File: src/rtl/op_flag_retire.sv
// Retire-end op-flag decoder: one-hot flags back to a 2-bit op code, a 2-entry
// in-order retire queue with valid/ready on both sides, and saturating per-op retire counters.
module op_flag_retire #(
    parameter int DATA_W = 32,
    parameter int CNT_W  = 16
) (
    input  logic              clk,
    input  logic              rst,
    input  logic              in_valid,
    output logic              in_ready,
    input  logic [3:0]        in_flags,
    input  logic [DATA_W-1:0] in_data,
    output logic              out_valid,
    input  logic              out_ready,
    output logic [1:0]        out_op,
    output logic              out_err,
    output logic [DATA_W-1:0] out_data,
    input  logic              clr_cnt,
    output logic [CNT_W-1:0]  cnt_add,
    output logic [CNT_W-1:0]  cnt_sub,
    output logic [CNT_W-1:0]  cnt_mul,
    output logic [CNT_W-1:0]  cnt_div,
    output logic [CNT_W-1:0]  cnt_err
);

    typedef enum logic [1:0] {
        EMPTY = 2'd0,
        ONE   = 2'd1,
        FULL  = 2'd2
    } occ_t;

    occ_t              occ;

    logic [1:0]        dec_op;
    logic              dec_err;

    logic [1:0]        head_op;
    logic              head_err;
    logic [DATA_W-1:0] head_data;

    logic [1:0]        tail_op;
    logic              tail_err;
    logic [DATA_W-1:0] tail_data;

    logic              accept;
    logic              retire;

    logic [CNT_W-1:0]  cnt_op [4];
    logic [CNT_W-1:0]  cnt_malformed;

    // NOTE: every signal driven in always_comb gets a default first so no latch is inferred.
    always_comb begin
        dec_op  = 2'd0;
        dec_err = 1'b1;
        case (in_flags)
            4'b0001: begin dec_op = 2'd0; dec_err = 1'b0; end
            4'b0010: begin dec_op = 2'd1; dec_err = 1'b0; end
            4'b0100: begin dec_op = 2'd2; dec_err = 1'b0; end
            4'b1000: begin dec_op = 2'd3; dec_err = 1'b0; end
            default: ;
        endcase
    end

    // Ready comes only from registered occupancy and rst, never from out_ready.
    assign in_ready  = (occ != FULL) && !rst;
    assign out_valid = (occ != EMPTY);
    assign accept    = in_valid && in_ready;
    assign retire    = out_valid && out_ready;

    // NOTE: sequential state uses non-blocking assignments so every flop samples pre-edge values.
    always_ff @(posedge clk) begin
        if (rst) begin
            occ       <= EMPTY;
            head_op   <= 2'd0;
            head_err  <= 1'b0;
            head_data <= '0;
        end else begin
            case (occ)
                EMPTY: begin
                    if (accept) begin
                        occ       <= ONE;
                        head_op   <= dec_op;
                        head_err  <= dec_err;
                        head_data <= in_data;
                    end
                end
                ONE: begin
                    if (accept && retire) begin
                        head_op   <= dec_op;
                        head_err  <= dec_err;
                        head_data <= in_data;
                    end else if (accept) begin
                        occ <= FULL;
                    end else if (retire) begin
                        occ <= EMPTY;
                    end
                end
                FULL: begin
                    if (retire) begin
                        occ       <= ONE;
                        head_op   <= tail_op;
                        head_err  <= tail_err;
                        head_data <= tail_data;
                    end
                end
                default: occ <= EMPTY;
            endcase
        end
    end

    // NOTE: the tail slot is storage only; occupancy qualifies it, so it carries no reset.
    always_ff @(posedge clk) begin
        if (occ == ONE && accept && !retire) begin
            tail_op   <= dec_op;
            tail_err  <= dec_err;
            tail_data <= in_data;
        end
    end

    assign out_op   = head_op;
    assign out_err  = head_err;
    assign out_data = head_data;

    // Clear beats a coincident retire; counters saturate at all-ones.
    always_ff @(posedge clk) begin
        if (rst || clr_cnt) begin
            for (int i = 0; i < 4; i++) cnt_op[i] <= '0;
            cnt_malformed <= '0;
        end else if (retire) begin
            if (head_err) begin
                if (cnt_malformed != '1) cnt_malformed <= cnt_malformed + CNT_W'(1);
            end else begin
                if (cnt_op[head_op] != '1) cnt_op[head_op] <= cnt_op[head_op] + CNT_W'(1);
            end
        end
    end

    assign cnt_add = cnt_op[0];
    assign cnt_sub = cnt_op[1];
    assign cnt_mul = cnt_op[2];
    assign cnt_div = cnt_op[3];
    assign cnt_err = cnt_malformed;

endmodule

File: config.mk
export PLATFORM = sky130hd
export DESIGN_NAME = op_flag_retire
export DESIGN_NICKNAME = d
export VERILOG_FILES = /design/src/rtl/op_flag_retire.sv
export SDC_FILE = /design/constraint.sdc
export NUM_CORES = 1
export LEC_CHECK = 0
export CORE_ASPECT_RATIO = 1.25
export CORE_MARGIN = 2
export CORE_UTILIZATION = 35
export CTS_CLUSTER_DIAMETER = 200
export CTS_CLUSTER_SIZE = 40
export DETAILED_ROUTE_END_ITERATION = 10
export HOLD_SLACK_MARGIN = 0.03
export PLACE_DENSITY = 0.59
export SLEW_MARGIN = 5
export SYNTH_ARGS = -nofsm -noshare
export SYNTH_HDL_FRONTEND = slang
export SYNTH_SLANG_ARGS = --single-unit
File: constraint.sdc
create_clock -name clk -period 6.6 [get_ports clk]
set_input_delay 1.32 -clock clk [delete_from_list [all_inputs] [get_ports clk]]
set_output_delay 1.32 -clock clk [all_outputs]
set_load 0.005 [all_outputs]
==> summary.md <==
| Metric | Value |
|---|---|
| Post-Syn Nets | 563 |
| Area growth, synth to finish | 35.1% |
| PD cells | 260 mW/mm^2 |
| Nets | 716 |
| Commonest cells after routing, fill and taps aside | clkdlybuf4s50_1 (157), nor2_1 (114), edfxtp_1 (99) |
| Setup bufs post-CTS | 0 |
| DR iter-0 viols | about 280 |
| Main combinational cell family by area after synthesis | simple AND/OR/NAND/NOR gates |
| GRT Total Usage | between 10% and 20% |
| Compound-cell area share of the yosys netlist | under 10% |
| Worst Path Max Fanout | 41 |
| Worst-path clk slew | roughly 60 ps |
| Slew @ Worst Pin | 1040 ps |
| First-pass GRT wire length | between 20 and 30 mm |
| Layout Cells excl Fill | slightly above 900 |
| Pin count of the biggest net entering global routing | 42 |
| Routed WL | approximately 16 mm |
| Die H | ~160 um |
| Routability cong. | just over 0.8 |
| Post-Syn Area per Cell | 12.8 sq um |
| Post-synth EDFFs | 99 |
| Post-layout minimum cycle time | 4230 ps |
| Vias in the first global route | 4,847 |
| Die area | 0.0201 sq mm |
| CP Capture Type | flip-flop |
| Slew Limit Fails | 0 |
| Max-slew headroom | 30.8% |
| Longest Clk Path Bufs | 2 |
| Post-synthesis sequential area ratio | between 60% and 70% |
| Most common cell after layout, fill and taps aside | clkdlybuf4s50_1 |
| IO buf count | about 160 |
| Pre-antenna DRT Iters | 4 |
| DP HPWL | about 12 mm |
| Clock share of power | between 40% and 50% |
| Initial Utilization | between 30% and 40% |
| WL/cell | around 18 um |
| Grt ovf | 0 |
| Grt met2 use | about a quarter |
| Row count | 56 |
| Period utilization | 64.0% |
| Net Sw Frac | about a quarter |
| Placed instance count | 886 |
| Met3 Resource Use GR | under 10% |
| Simple-Gate Fraction of Synth Area | between 10% and 20% |
| Final hold vios | 0 |
| Worst vdd rail ir drop | around 0.16 mV |
| Critical path type | input pin to flip-flop |
| CTS sink cnt | 154 |
| Flop pwr share | roughly 47% |
| Cts hold-fix bufs | 0 |
| M1 GR Usage | 22.0% |
| Root Buffer | clkbuf_16 |
| Status | finished, final reports clean |
| Seq cells post-synth | roughly 150 |
| Final setup violation count | 0 |
| Ys async rst share | 0% |
| Synth Cell Area | ~0.0067 sq mm |
| Post-route ant nets | 0 |
| Diodes inserted | 0 |
| H-tree level count | 4 |
| Placeable Area | about 0.019 sq mm |
| Die Width | approximately 130 um |
| Post-CTS sizing | 0 |
| Max-Cap Viols | 0 |
| Synth Area in Adders | 0.376% |
| CTS tree | done |
| Startpoint types | input pin |
| Mux cell area share after synthesis | roughly 11% |
| Drc violations | 0 |
| # IOs | between 150 and 200 |
| Setup slack, reg-to-reg | approximately 2800 ps |
| Xor/xnor share of the synthesized area | under 10% |
| Maximum clock rate | between 200 and 250 MHz |
| Top_reg_cell synth | edfxtp_1 |
| Antenna violations before repair | 0 |
| Synth unique cells | 48 |
| Combinational power share | 10.9% |
| Clk_lat worst skew | between 400 and 500 ps |
| Arrival @ worst endpoint | roughly 4300 ps |
| Top Usage Layer GRT | met2 |
| Vias per inst | around 5.2 |
| Routed via count | about 4,700 |
| Ys Warns | 0 |
| Sum Neg Setup Slack | 0 ps |
| P_sw | approximately 0.00057 W |
| Cts bufs inserted | 17 |
| Synth Instances | 520 |
| RSZ-0062 raised after global routing | no |
| Static Leak | 2.96 nW |
| Layout cells sized above 1 | around a tenth |
| Required time of the worst setup path | approximately 6700 ps |
| Hold WC Path Type | flip-flop to flip-flop |
| Layout Skew | around 12 ps |
| P_int | 0.00177 W |
-- synthesized netlist by cell type, types with 7 or more instances --
master,instances,area [sq um]
nor2_1,114,428
edfxtp_1,99,2970
dfxtp_1,55,1100
a211oi_1,36,270
mux2i_1,35,350
xnor2_1,20,175
nand2_1,15,56.3
clkbuf_1,13,48.8
nand4_1,11,68.8
mux4_1,9,236
nand3_1,9,45.0
nor2_2,9,56.3
nor3_1,9,45.0
a21oi_1,8,40.0
nor4_1,8,50.1
xor2_1,8,70.1
mux4_2,7,158
-- sequential cells by signal, indices dropped and copies added (netlist names), named ones only --
name and flops:
out_err 1, tail_err 1, out_op 2, occ 2
cnt_err 16, out_data 32, tail_op 2, cnt_op 64
tail_data 32
-- cell families after synthesis --
group | Yosys count
and+or+nand+nor | 198
DFF | 154
AOI/OAI and AO/OA | 56
muxes | 51
buffers and inverters | 31
xor gates and xnor gates | 28
adders and majority gates | 2
-- critical path: stages --
cell and delay, ps:
clkdlybuf4s50_1 410, buf_4 270, or2_0 630, nor3_2 670, nand4b_4 350, nand2_1 610
-- per-stage QoR --
step                power, W  instance area [sq um]  hold slack [ps]  utilization [%]  setup WS, ps
floorplan            0.00124                   6650              494                -          1710
global placement     0.00138                   8400              484             44.9          2080
detailed placement   0.00138                   8400              494             44.9          1900
CTS                  0.00236                   8990              507             48.0          2340
global route         0.00244                   8990              527             48.0          2160
finish               0.00234                   8990              502             48.0          2370
-- power groups by stage --
stage               Sequential [W]  Combinational (W)  Clock, W
detailed placement         0.00113           0.000257         0
global placement           0.00113           0.000253         0
CTS                        0.00111           0.000259  0.000997
floorplan                  0.00111           0.000125         0
global route               0.00111           0.000281   0.00104
finish                     0.00111           0.000256  0.000976
-- path summary, 6_finish.rpt --
check,start,endpoint,depth (start not counted)
max,rst,cnt_op[2][7]$_SDFFCE_PN0P_,6
min,out_data[16]$_SDFFE_PP0P_,out_data[16]$_SDFFE_PP0P_,2
max reg2reg,flip-flop,cnt_op[2][7]$_SDFFCE_PN0P_,6
min reg2reg,out_data[16]$_SDFFE_PP0P_,out_data[16]$_SDFFE_PP0P_,2
-- layer usage --
layer  vias to the layer above  wire [um]
met5                         -          0
met4                         0        236
met3                        18       1560
met2                       199       7620
met1                      2282       6970
li1                       2246          -
-- final cells by class --
| cell class | count | area [sq um] |
|---|---|---|
| flip-flops and latches | 154 | 4070 |
| clock inverters | 15 | 165 |
| fillers | 1644 | 9720 |
| clock buffers | 17 | 425 |
| repair buffers | 161 | 1600 |
| inverters | 4 | 15.0 |
| well taps | 232 | 290 |
| multi-input cells | 335 | 2420 |
Power figures use the tool's default switching activity.
